**src/rtl/acc_sequencer_if.sv**
```systemverilog
// acc_sequencer_if: handshake, control and status bundle between host/source/datapath and the sequencer.
interface acc_sequencer_if;
    logic       Start;
    logic       Data_Valid;
    logic       Count_Reg_judge;
    logic [4:0] ACC_Ctrl;
    logic       Data_Ready;
    logic       Busy;
    logic       Done;
    logic       Err;
    modport master (
        output Start, Data_Valid, Count_Reg_judge,
        input  ACC_Ctrl, Data_Ready, Busy, Done, Err
    );
    modport slave (
        input  Start, Data_Valid, Count_Reg_judge,
        output ACC_Ctrl, Data_Ready, Busy, Done, Err
    );
endinterface

```
**src/rtl/acc_sequencer.sv**
```systemverilog
// acc_sequencer: control FSM that loads an element count, then accumulates that many words into the datapath.
module acc_sequencer #(
    parameter int TIMEOUT_CYC = 0,
    parameter int TMO_W       = 16
) (
    input logic           Clk,
    input logic           Reset,
    acc_sequencer_if.slave bus
);
    typedef enum logic [2:0] {IDLE, CLR, LDCNT, CHK, ADD, DEC, DONE, ABORT} state_t;
    localparam logic [4:0] C_HOLD = 5'b11000;
    localparam logic [4:0] C_CLR  = 5'b00000;
    localparam logic [4:0] C_LDC  = 5'b10110;
    localparam logic [4:0] C_ADD  = 5'b01111;
    localparam logic [4:0] C_DEC  = 5'b10100;
    localparam logic [TMO_W-1:0] TMO_LIM = TMO_W'(TIMEOUT_CYC - 1);
    state_t           state, state_nxt;
    logic [TMO_W-1:0] tmo;
    logic             wait_st, stall, tmo_hit;
    assign wait_st = state == LDCNT || state == ADD;
    assign stall   = wait_st && !bus.Data_Valid;
    // Abort decided on the last allowed stalled cycle; a word arriving then still wins.
    assign tmo_hit = (TIMEOUT_CYC != 0) && stall && tmo == TMO_LIM;
    always_ff @(posedge Clk) begin
        if (Reset) begin
            state <= IDLE;
            tmo   <= '0;
        end else begin
            state <= state_nxt;
            tmo   <= stall ? tmo + 1'b1 : '0;
        end
    end
    always_comb begin
        state_nxt = state;
        case (state)
            IDLE:    state_nxt = bus.Start ? CLR : IDLE;
            CLR:     state_nxt = LDCNT;
            LDCNT:   state_nxt = bus.Data_Valid ? CHK : tmo_hit ? ABORT : LDCNT;
            CHK:     state_nxt = bus.Count_Reg_judge ? ADD : DONE;
            ADD:     state_nxt = bus.Data_Valid ? DEC : tmo_hit ? ABORT : ADD;
            DEC:     state_nxt = CHK;
            default: state_nxt = IDLE;
        endcase
    end
    always_comb begin
        bus.Data_Ready = wait_st;
        bus.Busy       = state != IDLE;
        bus.Done       = state == DONE;
        bus.Err        = state == ABORT;
        bus.ACC_Ctrl   = state == CLR ? C_CLR :
                         state == DEC ? C_DEC :
                         !bus.Data_Valid ? C_HOLD :
                         state == LDCNT ? C_LDC :
                         state == ADD ? C_ADD : C_HOLD;
    end
endmodule

```
**src/flat_wrapper.sv**
```systemverilog
// flat-port wrapper written by rule: the top's interface ports become plain ports
module acc_sequencer_flat 
#(
    parameter int TIMEOUT_CYC = 0,
    parameter int TMO_W       = 16
)
  (Clk, Reset, bus_Start, bus_Data_Valid, bus_Count_Reg_judge, bus_ACC_Ctrl, bus_Data_Ready, bus_Busy, bus_Done, bus_Err);
  acc_sequencer_if bus_i ();
  input logic Clk;
  input logic Reset;
  input wire logic [$bits(bus_i.Start)-1:0] bus_Start;
  input wire logic [$bits(bus_i.Data_Valid)-1:0] bus_Data_Valid;
  input wire logic [$bits(bus_i.Count_Reg_judge)-1:0] bus_Count_Reg_judge;
  output wire logic [$bits(bus_i.ACC_Ctrl)-1:0] bus_ACC_Ctrl;
  output wire logic [$bits(bus_i.Data_Ready)-1:0] bus_Data_Ready;
  output wire logic [$bits(bus_i.Busy)-1:0] bus_Busy;
  output wire logic [$bits(bus_i.Done)-1:0] bus_Done;
  output wire logic [$bits(bus_i.Err)-1:0] bus_Err;
  assign bus_i.Start = bus_Start;
  assign bus_i.Data_Valid = bus_Data_Valid;
  assign bus_i.Count_Reg_judge = bus_Count_Reg_judge;
  assign bus_ACC_Ctrl = bus_i.ACC_Ctrl;
  assign bus_Data_Ready = bus_i.Data_Ready;
  assign bus_Busy = bus_i.Busy;
  assign bus_Done = bus_i.Done;
  assign bus_Err = bus_i.Err;
  acc_sequencer #(.TIMEOUT_CYC(TIMEOUT_CYC), .TMO_W(TMO_W)) u_core (.Clk(Clk), .Reset(Reset), .bus(bus_i));
endmodule
```
**config.mk**
```make
export PLATFORM = sky130hd
export DESIGN_NAME = acc_sequencer_flat
export DESIGN_NICKNAME = d
export VERILOG_FILES = /design/src/rtl/acc_sequencer_if.sv /design/src/rtl/acc_sequencer.sv /design/src/flat_wrapper.sv
export SDC_FILE = /design/constraint.sdc
export NUM_CORES = 1
export LEC_CHECK = 0
export ABC_AREA = 1
export ABC_CLOCK_PERIOD_IN_PS = 1700
export CAP_MARGIN = 20
export CORE_AREA = 4 4 41 43
export DETAILED_ROUTE_END_ITERATION = 8
export DIE_AREA = 0 0 45 47
export PLACE_DENSITY = 0.38
export SETUP_SLACK_MARGIN = 0.1
export SLEW_MARGIN = 20
export SYNTH_ARGS = -nofsm -noshare
export SYNTH_HDL_FRONTEND = slang
export SYNTH_SLANG_ARGS = --single-unit
```
**constraint.sdc**
```tcl
create_clock -name Clk -period 1.7 [get_ports Clk]
set_clock_uncertainty 0.15 [all_clocks]
set_input_delay 0.51 -clock Clk [delete_from_list [all_inputs] [get_ports Clk]]
set_output_delay 0.51 -clock Clk [all_outputs]
set_load 0.01 [all_outputs]
```
==> qor.yml, run 1 <==
hold_viol_final: 0
synth_fa_ha_area_share_pct: 0
n_antenna_cell: 0
peakVddDrop_mv: 0.351
hold_buffers: 0
antenna_left: 0
setup_slack_ns: -0.117
die_h_um: 47
grt_pass1_vias: 323
slowest_delay_ns: 0.36
drive_gt1_share_pct: 72.2
wl_per_cell_um: 9.67
crit_family: "buffers and inverters"
via_per_inst: 3.92
cp_data_required_time_ns: 1.04
fin_util_pct: 45.2
synth_top_family_by_area: "simple AND/OR/NAND/NOR gates"
synth_simple_gate_area_share_pct: 50.0
rsz0062_at_grt: "true"
grt_usage_pct: 8.77
ys_ff_latch: 3
period_share_pct: 107
critPathSlowestCell: "dfxtp_4"
drtIter0Drc: 0
slew_headroom_pct: 89.6
root_buffer: "clkbuf_4"
wirelength_um: 841
holdPathStages: 3
dp_cells: 75
hp-class: "reg2reg"
cts_sinks: 3
crit_path_start: "u_core.state[1]"
yosysUniqueCellTypes: 13
setup_viol: 7
nets: 78
die-area_um2: 2120
synth_warnings: 0
num_rows: 13
dp_hpwl_um: 558
grt_max_degree: 6
start_util_pct: 16.3
grt_antenna_before_repair: 0
cp-end-kind: "primary output"
ys_seq_area_share_pct: 28.2
r2r-end: "u_core.state[0]"
synth-compound-area-share_pct: 9.41
outcome: "finished with violations"
clock_latency_ns: 0.23
grt_pass1_wl_um: 1300
cts_tree: "done"
numCtsBuffers: 3
die_x_um: 45
firstDrtPassIters: 1
io_pins: 14
clk_path_buf_depth: 2
top_register: "u_core.state"
area_growth_pct: 176
crit_path_start_kind: "flip-flop"
path_clk_slew_ns: 0.04
fill_cells: 139
largest_reg_flops: 3
place.gp.congestion: 0.635
drcViolationCount: 0
r2r_cells: 7
drv_slew: 0
worst_pin_slew_ns: 0.155
fin_cells: 87
p_leak_nw: 0.307
violations: "negative setup slack"
core_region_area_um2: 1300
min_period_ns: 1.82
io_buffers: 13
crit_buf_inv: 3
cp.arrival_ns: 1.16
netlist_instances: 37
critPathMaxFanout: 3
avgSynthCellArea_um2: 5.75
cts-htree-levels: 1
maxCapViolations: 0
syn_area_um2: 213
vias: 341
syn_nets: 42
crit_chain: "buf_6, nor2_4, buf_6, o21ai_2, buf_2"
hold_end: "u_core.state[2]"
hold_start: "u_core.state[0]"
crit_top_cell: "buf_6"
overflow: 0
timing.rr.start: "u_core.state[0]"
top_regs: "u_core.state x3"
muxShareOfSynthArea_pct: 0
pwr_density_cell_nw_per_um2: 665
ff2ff_setup_slack_ns: 0.48
fmax_mhz: 550
synth_xor_area_share_pct: 0
crit_type: "reg2out"
[cell usage after synthesis]
master / n / area, um2
a21oi_1: 3 / 15.0
dfxtp_1: 3 / 60.1
inv_1: 6 / 22.5
inv_2: 1 / 3.75
nand2_1: 7 / 26.3
nand2_2: 1 / 6.26
nand3_1: 3 / 15.0
nand4_1: 1 / 6.26
nor2_1: 8 / 30.0
nor2_2: 1 / 6.26
nor2_4: 1 / 11.3
nor3_1: 1 / 5.00
o21ai_0: 1 / 5.00
[routing by layer]
| layer | global-route usage, % | vias to the layer above | routed length [um] |
|---|---|---|---|
| met4 | 7.02 | 0 | 0 |
| li1 | - | 185 | - |
| met2 | 14.7 | 4 | 480 |
| met5 | 0 | - | 0 |
| met3 | 1.15 | 0 | 27 |
| met1 | 10.0 | 152 | 333 |
[cells by family after synthesis]
logic type | count (synthesis)
flops | 3
simple gates | 23
compound gates | 4
buf+inv | 7
[worst register-to-register path: stages, from the launching register on]
cell	delay (ns)
dfxtp_4	0.40
nor2_4	0.07
buf_4	0.13
buf_6	0.10
nand3_1	0.06
nand2_1	0.07
nor2_1	0.09
nor2_1	0.04
[power by group]
| group | leakage (nW) | internal (mW) | switching [mW] |
|---|---|---|---|
| registers | 0.0267 | 0.0769 | 0.0144 |
| logic | 0.265 | 0.102 | 0.0740 |
| clock network | 0.0150 | 0.0879 | 0.0361 |
[what timing repair did]
item,CTS,global route
setup endpoints to repair,9,9
buffers inserted,5,3
pin swaps,9,9
gates resized for setup,66,9
[per-stage QoR]
step / total power [mW] / setup TNS (ns) / hold WS [ns] / setup WS, ns / area, um2
floorplan: 0.137 / 0 / 0.355 / 0.141 / 213
global placement: 0.226 / -4.56 / 0.494 / -0.790 / 437
detailed placement: 0.223 / -4.56 / 0.478 / -0.826 / 437
CTS: 0.385 / -0.449 / 0.484 / -0.118 / 531
global route: 0.424 / -1.12 / 0.541 / -0.190 / 588
finish: 0.391 / -0.585 / 0.514 / -0.117 / 588
[how the worst max path moves through the flow]
stage / slack (ns) / cells past startpoint / end
3_5_place_dp: -0.83 / 5 / bus_ACC_Ctrl[4]
6_report: -0.12 / 5 / bus_ACC_Ctrl[4]
5_1_grt: -0.19 / 6 / bus_ACC_Ctrl[1]
3_3_place_gp: -0.79 / 5 / bus_ACC_Ctrl[4]
2_1_floorplan: 0.14 / 4 / bus_ACC_Ctrl[1]
4_1_cts: -0.12 / 5 / bus_ACC_Ctrl[3]
[layout by cell type, fill, tap and decap left out, types with 2 or more instances in the layout]
cell type,n
inv_2,3
nor2_4,3
dfxtp_4,3
a21oi_1,2
buf_6,10
nand2_2,4
clkdlybuf4s50_1,3
clkbuf_4,3
buf_2,6
nand3_2,2
inv_4,2
nand2_1,4
nor2_1,6
buf_4,12
inv_1,2
[layout make-up]
type                    count  area, um2  share of cell area [%]
clock buffers               4       26.3                    4.47
inverters                   7       31.3                    5.32
repair buffers             31        263                    44.7
well taps                  15       18.8                    3.19
multi-input cells          27        178                    30.2
flip-flops and latches      3       71.3                    12.1
No activity file was read; power rests on OpenSTA's default activity.
==> run 2, diff against run 1 <==
--- a/config.mk
+++ b/config.mk
@@ -9,6 +9,7 @@
 export ABC_CLOCK_PERIOD_IN_PS = 1700
 export CAP_MARGIN = 20
 export CORE_AREA = 4 4 41 43
+export CTS_CLUSTER_SIZE = 12
 export DETAILED_ROUTE_END_ITERATION = 8
 export DIE_AREA = 0 0 45 47
 export PLACE_DENSITY = 0.38
==> results of run 2 <==
No change in the layout: final DEF, timing and power equal those of run 1.
==> run 3, diff against run 2 <==
--- a/config.mk
+++ b/config.mk
@@ -9,9 +9,10 @@
 export ABC_CLOCK_PERIOD_IN_PS = 1700
 export CAP_MARGIN = 20
 export CORE_AREA = 4 4 41 43
-export CTS_CLUSTER_SIZE = 12
+export CTS_CLUSTER_SIZE = 28
 export DETAILED_ROUTE_END_ITERATION = 8
 export DIE_AREA = 0 0 45 47
+export GPL_TIMING_DRIVEN = 0
 export PLACE_DENSITY = 0.38
 export SETUP_SLACK_MARGIN = 0.1
 export SLEW_MARGIN = 20
==> qor.yml, run 3 (same netlist as run 1, synthesis figures left out) <==
io_pins: 14  # unchanged
grt_pass1_vias: 305  # was 323
grt_antenna_before_repair: 0  # unchanged
crit_buf_inv: 2  # was 3
crit_path_start_kind: "flip-flop"  # unchanged
core_region_area_um2: 1300  # unchanged
p_leak_nw: 0.251  # was 0.307 nW
numCtsBuffers: 3  # unchanged
cts-htree-levels: 1  # unchanged
crit_type: "reg2out"  # unchanged
start_util_pct: 16.3  # unchanged
drive_gt1_share_pct: 64.5  # was 72.2%
area_growth_pct: 125  # was 176%
hp-class: "reg2reg"  # unchanged
outcome: "finished with violations"  # unchanged
root_buffer: "clkbuf_4"  # unchanged
wirelength_um: 711  # was 841 um
clock_latency_ns: 0.23  # about the same
setup_slack_ns: -0.0914  # was -0.117 ns
r2r_cells: 7  # unchanged
ff2ff_setup_slack_ns: 0.50  # was 0.48 ns
drv_slew: 0  # unchanged
violations: "negative setup slack"  # unchanged
crit_path_start: "u_core.state[0]"  # was u_core.state[1]
cts_tree: "done"  # unchanged
crit_chain: "nor2_4, nand3_2, inv_2, o21ai_2, buf_2"  # was buf_6, nor2_4, buf_6, o21ai_2, buf_2
final_common_cell: "buf_2"  # was buf_4
r2r-end: "u_core.state[0]"  # unchanged
pre_cts_ws_ns: -0.835  # was -0.826 ns
placed_area_um2: 362  # was 437 um2
cp.arrival_ns: 1.13  # was 1.16 ns
grt_usage_pct: 7.50  # was 8.77%
io_buffers: 13  # unchanged
top_regs: "u_core.state x3"  # unchanged
dp_cells: 65  # was 75
setup_viol: 6  # was 7
top_register: "u_core.state"  # unchanged
n_antenna_cell: 0  # unchanged
final_cell_mix: "buf_2, nor2_1, buf_4, nand2_1"  # was buf_4, buf_6, nor2_1, buf_2
grt_pass1_wl_um: 1110  # was 1300 um
cp_data_required_time_ns: 1.04  # about the same
fmax_mhz: 558  # was 550 MHz
crit_family: "flip-flops"  # was buffers and inverters
critPathSlowestCell: "dfxtp_4"  # unchanged
die-area_um2: 2120  # unchanged
vias: 312  # was 341
worst_pin_slew_ns: 0.164  # was 0.155 ns
num_rows: 13  # unchanged
min_period_ns: 1.79  # was 1.82 ns
fill_cells: 159  # was 139
dp_hpwl_um: 501  # was 558 um
drtIter0Drc: 0  # unchanged
via_per_inst: 4.05  # was 3.92
hold_end: "u_core.state[2]"  # unchanged
nets: 68  # was 78
rsz0062_at_grt: "true"  # unchanged
timing.rr.start: "u_core.state[0]"  # unchanged
stdcell_area_um2: 479  # was 588 um2
firstDrtPassIters: 1  # unchanged
hold_buffers: 0  # unchanged
largest_reg_flops: 3  # unchanged
drcViolationCount: 0  # unchanged
holdPathStages: 3  # unchanged
overflow: 0  # unchanged
peakVddDrop_mv: 0.391  # was 0.351 mV
critPathMaxFanout: 5  # was 3
grt_max_degree: 8  # was 6
slew_headroom_pct: 89.1  # was 89.6%
hold_start: "u_core.state[2]"  # was u_core.state[0]
regArea_um2: 71.3  # unchanged
wl_per_cell_um: 9.23  # was 9.67 um
place.gp.congestion: 0.653  # was 0.635
slowest_delay_ns: 0.37  # was 0.36 ns
antenna_left: 0  # unchanged
clk_path_buf_depth: 2  # unchanged
path_clk_slew_ns: 0.04  # about the same
maxCapViolations: 0  # unchanged
hold_viol_final: 0  # unchanged
fin_cells: 77  # was 87
period_share_pct: 105  # was 107%
power_mw: 0.361  # was 0.391 mW
multiInputGateArea_um2: 171  # was 178 um2
pwr_density_cell_nw_per_um2: 753  # was 665 nW/um2
die_h_um: 47  # unchanged
cp-end-kind: "primary output"  # unchanged
cts_sinks: 3  # unchanged
die_x_um: 45  # unchanged
[run 3: routing by layer]
metal | part of all wire (%) | global-route usage (%)
met5 | 0 | 0
met4 | 0 | 8.77
met3 | 4.1 | 1.15
met2 | 58 | 11.9
met1 | 38 | 7.95
[run 3: repair_timing]
| item | in CTS | in global routing |
|---|---|---|
| buffers inserted | 7 | 1 |
| gates resized for setup | 60 | 5 |
| pin swaps | 4 | 3 |
| endpoints found under the setup margin | 9 | 9 |
[run 3: how the worst max path moves through the flow]
stage | to | slack, ns | cells after the start
after floorplan | bus_ACC_Ctrl[1] | 0.14 | 4
after global placement | bus_ACC_Ctrl[4] | -0.84 | 5
after detailed placement | bus_ACC_Ctrl[4] | -0.84 | 5
after CTS | bus_ACC_Ctrl[1] | -0.09 | 5
after global routing | bus_ACC_Ctrl[1] | -0.19 | 6
final | bus_ACC_Ctrl[4] | -0.09 | 5
[run 3: where the power goes]
part | internal, mW | total (mW) | switching (mW)
clock | 0.0880 | 0.125 | 0.0372
combinational | 0.0787 | 0.141 | 0.0622
sequential | 0.0770 | 0.0946 | 0.0176
total | 0.244 | 0.361 | 0.117
[run 3: worst register-to-register path, delay by kind of cell (launching register included)]
kind | cells | cell delay [ns]
buf+inv | 2 | 0.24
flops | 1 | 0.40
simple gates | 5 | 0.32
[run 3: stage by stage]
| stage | setup TNS (ns) | util (%) | hold WS, ns |
|---|---|---|---|
| 6_report | -0.345 | 36.8 | 0.473 |
| 3_5_place_dp | -4.54 | 27.8 | 0.409 |
| 4_1_cts | -0.361 | 35.0 | 0.465 |
| 3_3_place_gp | -4.62 | 27.8 | 0.403 |
| 5_1_grt | -0.830 | 36.8 | 0.518 |
| 2_1_floorplan | 0 | - | 0.355 |
[run 3: final cells by class]
class                           instances  share of cell area, %
Multi-Input combinational cell         27                   35.8
Clock buffer                            4                   5.48
Timing Repair Buffer                   21                   33.4
Tap cell                               15                   3.92
Inverter                                7                   6.53
Sequential cell                         3                   14.9
